--- src/rtl/scan_reg_bank.sv ---
// scan_reg_bank: WIDTH-bit register with functional parallel load, synchronous
// set/reset, and a serial scan chain. A scan shift moves exactly WIDTH bits.
// Bits leave LSB-first on scan_out and enter MSB-first from scan_in.
//
// Optional feature: define SCAN_REG_BANK_CAPTURE_EN to add a CAPTURE state.
// That state loads d into the register for one cycle before the shift starts.
// Without the macro, the shift begins on the current register contents.
//
// Priority on every edge, highest first: rst, set, shift/capture sequencing,
// functional load.

module scan_reg_bank #(
   parameter int unsigned          WIDTH     = 8,
   parameter logic [WIDTH-1:0]     RESET_VAL = '0
) (
   input  logic                    flop_clk,
   input  logic                    rst,
   input  logic                    set,
   input  logic [WIDTH-1:0]        d,
   input  logic                    load,
   input  logic                    shift_start,
   input  logic                    scan_in,
   output logic                    scan_out,
   output logic [WIDTH-1:0]        q,
   output logic                    shift_busy,
   output logic                    shift_done
);

   // The counter needs room to represent WIDTH itself, so it never wraps
   // while the shift is in progress.
   localparam int unsigned         CNT_W    = $clog2(WIDTH) + 1;
   localparam logic [CNT_W-1:0]    CNT_LAST = CNT_W'(WIDTH - 1);

`ifdef SCAN_REG_BANK_CAPTURE_EN
   typedef enum logic [1:0] {
      ST_IDLE    = 2'd0,
      ST_CAPTURE = 2'd1,
      ST_SHIFT   = 2'd2,
      ST_DONE    = 2'd3
   } state_t;
`else
   typedef enum logic [1:0] {
      ST_IDLE    = 2'd0,
      ST_SHIFT   = 2'd2,
      ST_DONE    = 2'd3
   } state_t;
`endif

   state_t                         state_q;
   state_t                         state_d;
   logic [CNT_W-1:0]               cnt_q;
   logic [CNT_W-1:0]               cnt_d;
   logic [WIDTH-1:0]               data_q;
   logic [WIDTH-1:0]               data_d;

   // Next-state logic: set overrides the sequencer, and load only acts in IDLE.
   always_comb begin
      state_d = state_q;
      cnt_d   = cnt_q;
      data_d  = data_q;

      if (set) begin
         // Set aborts any shift in progress and returns to IDLE without
         // passing through DONE, so no shift_done pulse is produced.
         data_d  = '1;
         state_d = ST_IDLE;
         cnt_d   = '0;
      end else begin
         case (state_q)
            ST_IDLE: begin
               // shift_start wins over load; the load data is discarded.
               if (shift_start) begin
                  cnt_d   = '0;
`ifdef SCAN_REG_BANK_CAPTURE_EN
                  state_d = ST_CAPTURE;
`else
                  state_d = ST_SHIFT;
`endif
               end else if (load) begin
                  data_d  = d;
               end
            end

`ifdef SCAN_REG_BANK_CAPTURE_EN
            ST_CAPTURE: begin
               data_d  = d;
               cnt_d   = '0;
               state_d = ST_SHIFT;
            end
`endif

            ST_SHIFT: begin
               data_d = {scan_in, data_q[WIDTH-1:1]};
               cnt_d  = cnt_q + CNT_W'(1);
               // The comparison uses >= so that a corrupted count still
               // terminates the shift rather than looping round.
               if (cnt_q >= CNT_LAST) begin
                  state_d = ST_DONE;
               end
            end

            ST_DONE: begin
               state_d = ST_IDLE;
               cnt_d   = '0;
            end

            default: begin
               state_d = ST_IDLE;
               cnt_d   = '0;
            end
         endcase
      end
   end

   // State register: synchronous reset overrides every other input.
   always_ff @(posedge flop_clk) begin
      if (rst) begin
         state_q <= ST_IDLE;
         cnt_q   <= '0;
         data_q  <= RESET_VAL;
      end else begin
         state_q <= state_d;
         cnt_q   <= cnt_d;
         data_q  <= data_d;
      end
   end

   // Outputs are decoded directly from the registered state, so they never
   // depend combinationally on the inputs.
   always_comb begin
      q          = data_q;
      scan_out   = data_q[0];
      shift_done = (state_q == ST_DONE);
`ifdef SCAN_REG_BANK_CAPTURE_EN
      shift_busy = (state_q == ST_SHIFT) || (state_q == ST_CAPTURE);
`else
      shift_busy = (state_q == ST_SHIFT);
`endif
   end

endmodule

--- config.mk ---
export PLATFORM = sky130hd
export DESIGN_NAME = scan_reg_bank
export DESIGN_NICKNAME = d
export VERILOG_FILES = /design/src/rtl/scan_reg_bank.sv
export SDC_FILE = /design/constraint.sdc
export NUM_CORES = 1
export LEC_CHECK = 0
export CORE_AREA = 4 4 49 51
export CTS_CLUSTER_SIZE = 40
export DETAILED_ROUTE_END_ITERATION = 8
export DIE_AREA = 0 0 53 55
export PLACE_DENSITY = 0.75
export SLEW_MARGIN = 15
export SYNTH_ARGS = -nofsm -noshare
export SYNTH_HDL_FRONTEND = slang
export SYNTH_SLANG_ARGS = --single-unit
--- constraint.sdc ---
create_clock -name flop_clk -period 1.2 [get_ports flop_clk]
set_clock_uncertainty 0.2 [all_clocks]
set_input_delay 0.24 -clock flop_clk [delete_from_list [all_inputs] [get_ports flop_clk]]
set_output_delay 0.24 -clock flop_clk [all_outputs]
set_load 0.005 [all_outputs]
# After elaboration in Yosys (flattened, before gate mapping)
# Cells that the tools add are included.
# totals
register_bits	14
latch_bits	0
ramBits	0
mem_bits_ro	0
input_bits	14
out_inout_bits	11
memories	0
# op_classes
add_sub_neg	1
n_mul	0
n_div	0
n_lt_le_gt_ge	1
eq_ne	6
shift	0
muxes	9
bitwise_logic	0
reduce_logical	5
# ops
cell	count
$mux W8	3
$pmux W8 S2	1
$pmux W4 S2	1
$ne A3 B3 Y1 const B	2
$add A4 B1 Y4 const B	1
$eq A2 B2 Y1 const B	2
$ge A4 B3 Y1 const B	1
$mux W2	2
$mux W4	1
$pmux W2 S2	1
$reduce_and A3 Y1	1
$reduce_bool A3 Y1	1
$logic_not A2 Y1	1
$ne A2 B1 Y1 const B	1
$ne A2 B2 Y1 const B	1
$reduce_and A2 Y1	1
$reduce_or A2 Y1	1

# Logic depth before layout (Yosys ltp)
# Gate-level depths: netlist of run 1.
# depth
ltp_word	4
ltp_mapped	4
depth_no_buf	4

# Least setup slack after synthesis of run 1
# Ideal clock, no wire load.
# synth_path
path_kind	reg-to-reg
startpoint	register state_q[1]
endpoint	register data_q[0] (netlist: q[0])
setup_time_ps	86
t_arrival_ps	1011
required_ps	914
setup_slack_ps	-97
stages_incl_launch_ff	5
n_path_buf	1
path_cell_list	dfxtp_1 nand2b_2 buf_8 mux2i_1 a221oi_2
# synth_between
elab_chain_len	3
# synth_rtl
element	line	source
start: declaration	49	state_t state_q;
start signal: assignment	122	state_q <= state_d;
$eq A2 B2 Y1 / $logic_not A2 Y1 (equally long branches)	69	case (state_q)
$pmux W8 S2 (tied with other cells)	69	
$mux W8 / $reduce_and A3 Y1 (equally long branches)	n/a	
end signal: assignment	124	data_q <= data_d;
end: declaration	53	logic [WIDTH-1:0] data_q;
# Parallel ways exist; a longest one is shown, timed or not.
# A chain may end at the register's enable or synchronous reset.

# Worst setup path in the final report of run 1
# layout_path
startpoint	register state_q[0]
endpoint	register data_q[1] (netlist: q[1])
# Same word-level chain as after synthesis.

==> results of run 1 <==
-- through the flow --
step	setup TNS, ns	cells	total power [W]	hold WS [ns]
final	-3.31	143	0.00113	0.243
after detailed placement	-7.40	130	0.000764	0.278
after global placement	-6.90	130	0.000759	0.274
after CTS	-2.98	141	0.00113	0.205
after floorplan	0	72	0.000619	0.111
after global routing	-4.06	143	0.00117	0.251
-- cells in the mapped netlist --
library cell / count
buf_8: 1
a41oi_1: 1
a221oi_1: 7
nor3b_1: 3
buf_2: 2
o21ai_0: 1
dfxtp_1: 14
nor2_1: 6
ha_1: 1
a221oi_2: 1
xor2_1: 1
or3_4: 1
nor3_1: 1
inv_1: 10
nand3_1: 1
nor2b_2: 1
buf_4: 1
nand2b_2: 1
o21a_4: 1
o31ai_4: 1
a21oi_1: 5
or2b_1: 1
and2_1: 1
nor4_1: 1
mux2i_1: 8
-- area by class of cell --
cell class,instances,share of cell area
timing repair buffer,44,0.313
inverter,10,0.0299
tap,27,0.0269
sequential,14,0.235
multi-input combinational,44,0.366
clock buffer,4,0.0289
-- state kept, by name (all words and copies together) (netlist names) --
signal / flops
q: 8
cnt_q: 4
state_q: 2
-- path summary, 6_finish.rpt --
kind | from | endpoint | slack, ns | cells after the start
hold / removal | set | state_q[0] | 0.24 | 2
setup / recovery | state_q[0] | q[1] | -0.27 | 6
setup reg to reg | state_q[0] | q[1] | -0.27 | 6
hold reg to reg | q[0] | q[0] | 0.28 | 2
-- logic make-up after synthesis --
| logic type | share of synthesized area |
|---|---|
| and+or+nand+nor | 0.147 |
| adders and majority gates | 0.0177 |
| AOI/OAI and AO/OA | 0.214 |
| DFF | 0.396 |
| muxes | 0.113 |
| buffers and inverters | 0.0991 |
| xor gates and xnor gates | 0.0124 |
-- cell usage in the layout, fill, tap and decap left out, drive strengths merged, types with 3 or more instances in the layout --
cell,instances
mux2i,8
inv,10
buf,31
a21oi,5
nor3b,3
clkbuf,4
a221oi,8
dfxtp,14
nor2,6
clkdlybuf4s50,12
-- per-layer routing --
layer | up-vias | GRT usage | part of all wire
li1 | 351 | - | -
met3 | 4 | 0.0241 | 0.049
met4 | 0 | 0.0894 | 0.018
met5 | - | 0 | 0
met1 | 339 | 0.157 | 0.42
met2 | 19 | 0.229 | 0.51
-- what timing repair did --
item,in CTS,in global routing
endpoints found under the setup margin,24,16
gates cloned,0,0
resized for setup,77,10
pin swaps,20,6
buffers inserted,8,2
hold buffers,0,0
-- power by group --
group          internal (W)  switching [W]
Combinational      0.000165       0.000124
Clock              0.000184       0.000148
Sequential         0.000495      0.0000145
Total              0.000844       0.000287
-- worst max-delay path: cells and delay by family (launching register included) --
family,cells,cell delay [ns]
buf+inv,3,0.36
flops,1,0.33
compound gates,2,0.31
simple gates,1,0.18
==> flow_summary.ini, run 1 <==
[finish]
nFillCells = 158
regArea_sq_um = 295
final_util = 0.646
stdcell_area_sq_um = 1250
drive_gt1_frac = 0.595
nNetsFinal = 132
antenna_cells = 0
area_growth_pct = 77.5
multi_input_area_sq_um = 459

[detailed_routing]
wirelength_um = 1910
drt_iter0_drc = 4
drt_pass1_iterations = 4
wl_per_cell_um = 13.3
dr_total_vias = 713
vias_per_cell = 4.99
ant_nets = 0
drc = 0

[clock_network]
clk_path_buf_depth = 2
cts_tree = yes
htree_levels = 1
cts-root-buf = clkbuf_4
clkSinkCount = 14
clock_latency_ns = 0.27
numCtsBuffers = 3
clk_pin_slew_ns = 0.08

[die]
start_util = 0.364
rows = 16
die_h_um = 55
core_area_sq_um = 1940
dieArea_sq_um = 2920
die_w_um = 53
io_pins = 25

[critical_path]
cpPeakStageDelay_ns = 0.33
path_cells = buf_6 > buf_6 > or2b_1 > o31ai_4 > buf_12 > a221oi_2
critPathMaxFanout = 8
start_kind = flop
cpMostUsedCell = buf_6
required_ns = 1.18
worstSetupEndpointType = flop
arrival_ns = 1.45
worst-setup-path-type = reg2reg
crit_slowest_cell = dfxtp_2

[power_and_ir_drop]
ir_worst_vdd_uv = 612
power.density_nw_per_um2 = 901
leakagePower_nw = 0.577

[placed_design]
place_area_sq_um = 1040
gp_congestion = 0.700
place_ws_ns = -0.558
port_buffers = 24
hpwl_um = 1220

[synth]
post-synth-top-area-fraction = 0.396
syn_area_sq_um = 707
netlist_top_cells_area = dfxtp_1 40%, mux2i_1 11%, a221oi_1 8.7%
ys_seq_area_frac = 0.396
yosysUniqueCellTypes = 25
synth_top_area_cell = dfxtp_1
syn-num-nets = 87
synthCells = 72
synth_seq_cells = 14
ys_warn_count = 0
syn_avg_cell_area_sq_um = 9.82

[global_routing]
grt_max_degree = 11
antenna_found_initial = 0
grt_pass1_vias = 668
grt_pass1_wl_um = 2840
grt_overflow = 0
grt_usage = 0.135

[timing]
slew_viol_final = 0
worstMarginPinSlew_ns = 0.279
period_share = 1.23
setup_viol = 16
finalWorstPathRequiredPeriod_ns = 1.47
max-slew-margin-rel = 0.812
max_freq_mhz = 679
rsz0062_at_grt = true
hold_viol = 0
fin_ws_ns = -0.273

[run]
drv_cap = 0

[min_path]
hold_path_class = in2reg

[outcome]
status = complete, but fails checks
violations = negative setup slack
Note: power is estimated with default switching activity, not from simulation.
==> run 2, diff against run 1 <==
--- a/config.mk
+++ b/config.mk
@@ -5,10 +5,10 @@
 export SDC_FILE = /design/constraint.sdc
 export NUM_CORES = 1
 export LEC_CHECK = 0
-export CORE_AREA = 4 4 49 51
+export CORE_AREA = 4 4 48 50
 export CTS_CLUSTER_SIZE = 40
 export DETAILED_ROUTE_END_ITERATION = 8
-export DIE_AREA = 0 0 53 55
+export DIE_AREA = 0 0 52 54
 export PLACE_DENSITY = 0.75
 export SLEW_MARGIN = 15
 export SYNTH_ARGS = -nofsm -noshare
==> constraint.sdc (replaced) <==
create_clock -name flop_clk -period 1.4 [get_ports flop_clk]
set_clock_uncertainty 0.2 [all_clocks]
set_input_delay 0.28 -clock flop_clk [delete_from_list [all_inputs] [get_ports flop_clk]]
set_output_delay 0.28 -clock flop_clk [all_outputs]
set_load 0.005 [all_outputs]
==> run 2 against run 1 <==
Net effect:
- the run still ends with negative setup slack left
- utilization decreased by 3.2 points
- worst setup slack improved by 0.26 ns
- register-to-register slack improved by 0.26 ns
- sequential power decreased by 14%
- clock power decreased by 12%
- critical path type is now in2reg
- largest cell class unchanged
- largest power group unchanged
==> flow_summary.ini, run 2 (synthesized netlist as in run 1, its figures left out) <==
[outcome]
status = complete, but fails checks
violations = negative setup slack

[clock_network]
cts-root-buf = clkbuf_4
clkSinkCount = 14
htree_levels = 1
clock_latency_ns = 0.28
cts_tree = yes
numCtsBuffers = 3
hold_buffers = 0
clk_pin_slew_ns = 0.09
clk_path_buf_depth = 2

[die]
start_util = 0.372
core_area_sq_um = 1900
die_w_um = 52
dieArea_sq_um = 2810
io_pins = 25
rows = 16
die_h_um = 54

[min_path]
hold_path_class = in2reg

[timing]
finalWorstPathRequiredPeriod_ns = 1.42
setup_tns_ns = -0.0372
max-slew-margin-rel = 0.853
period_share = 1.01
worstMarginPinSlew_ns = 0.215
slew_viol_final = 0
hold_viol = 0
setup_viol = 3
rsz0062_at_grt = true
fin_ws_ns = -0.0158
max_freq_mhz = 706

[critical_path]
r2r_slack_ns = -0.02
cpPeakStageDelay_ns = 0.46
worst-setup-path-type = in2reg
crit_slowest_cell = clkdlybuf4s50_1
r2r-end = q[4]
rr_startpoint = state_q[0]
critPathMaxFanout = 5
required_ns = 1.39
r2r_cells = 5
arrival_ns = 1.41
path_cells = clkdlybuf4s50_1 > nor2b_4 > o31ai_4 > buf_6 > a221oi_2
worstSetupEndpointType = flop
start_kind = input port
cp-startpoint = load
crit_path_end = q[4]

[finish]
final_util = 0.614
largest_reg_flops = 8
nNetsFinal = 127
area_growth_pct = 65.1
stdcell_area_sq_um = 1170
final_cell_mix = 11 x clkdlybuf4s50_1, 11 x dlygate4sd2_1, 9 x inv_1, 9 x buf_4, 9 x dfxtp_2
antenna_cells = 0
drive_gt1_frac = 0.396
nFillCells = 153

[placed_design]
gp_congestion = 0.671
hpwl_um = 1270
port_buffers = 24
place_area_sq_um = 1020

[power_and_ir_drop]
ir_worst_vdd_uv = 344
p_comb_frac = 0.245
switching_share = 0.255
leakagePower_nw = 0.554
clkPwrFrac = 0.301
intPower_w = 0.000722
power.density_nw_per_um2 = 830
switchingPower_w = 0.000247
p_seq_frac = 0.453

[global_routing]
grt_usage = 0.144
antenna_found_initial = 0
grt_max_degree = 11
grt_overflow = 0
grt_pass1_wl_um = 2990
grt_pass1_vias = 662

[detailed_routing]
dr_total_vias = 676
drt_iter0_drc = 9
ant_nets = 0
drc = 0
wirelength_um = 1900
drt_pass1_iterations = 5
wl_per_cell_um = 13.8
vias_per_cell = 4.90

[run]
drv_cap = 0
==> run 2: cell count changes in the layout (fill, tap and decap cells not counted), sizes merged <==
cell	before	now
buf	31	17
dlygate4sd2	1	11
clkdlybuf4s50	12	11
==> run 2: critical path, delay by kind of cell <==
| kind | cells | cell delay (ns) |
|---|---|---|
| AO/OA/AOI/OAI | 2 | 0.34 |
| buffers and inverters | 2 | 0.60 |
| AND/OR/NAND/NOR | 1 | 0.18 |
==> run 2: routing by layer <==
metal,up-vias,part of all wire,track usage
met5,-,0,0
met4,0,0.010,0.0873
met3,2,0.023,0.0139
met2,14,0.52,0.262
met1,322,0.44,0.162
li1,338,-,-
==> run 2: through the flow <==
step           power, W  setup slack (ns)  std cells  hold slack (ns)
2_1_floorplan  0.000530             0.103         72            0.159
3_3_place_gp   0.000643            -0.330        128            0.266
3_5_place_dp   0.000648            -0.411        128            0.288
4_1_cts        0.000973           -0.0225        138            0.240
5_1_grt         0.00102           -0.0547        138            0.265
6_report       0.000969           -0.0158        138            0.258
==> run 2: how the worst min path moves through the flow <==
stage,cells after the start,startpoint,to,slack [ns]
finish,2,set,state_q[0],0.26
global route,2,set,state_q[0],0.26
CTS,2,set,state_q[0],0.24
detailed placement,2,q[7],q[7],0.29
global placement,2,q[1],q[1],0.27
floorplan,1,set,state_q[0],0.16
==> run 2: final cells by class <==
cell class / instances / area, sq um / share of cell area
Timing Repair Buffer: 39 / 358 / 0.307
Sequential cell: 14 / 292 / 0.250
Multi-Input combinational cell: 44 / 410 / 0.352
Tap cell: 27 / 33.8 / 0.0289
Clock buffer: 4 / 36.3 / 0.0311
Inverter: 10 / 37.5 / 0.0322
==> run 2: power groups by stage <==
stage | registers (W) | logic (W) | clock network [W]
after global routing | 0.000442 | 0.000257 | 0.000319
after CTS | 0.000439 | 0.000235 | 0.000299
after detailed placement | 0.000448 | 0.000201 | 0
after global placement | 0.000446 | 0.000196 | 0
final | 0.000439 | 0.000238 | 0.000292
after floorplan | 0.000449 | 0.0000807 | 0
==> run 2: what timing repair did <==
item                                    4_1_cts  5_1_grt
hold endpoints to repair                      0        0
gates resized for setup                      44        2
setup buffers                                 7        0
pin swaps                                     6        4
gates cloned                                  0        0
endpoints found under the setup margin       20       11
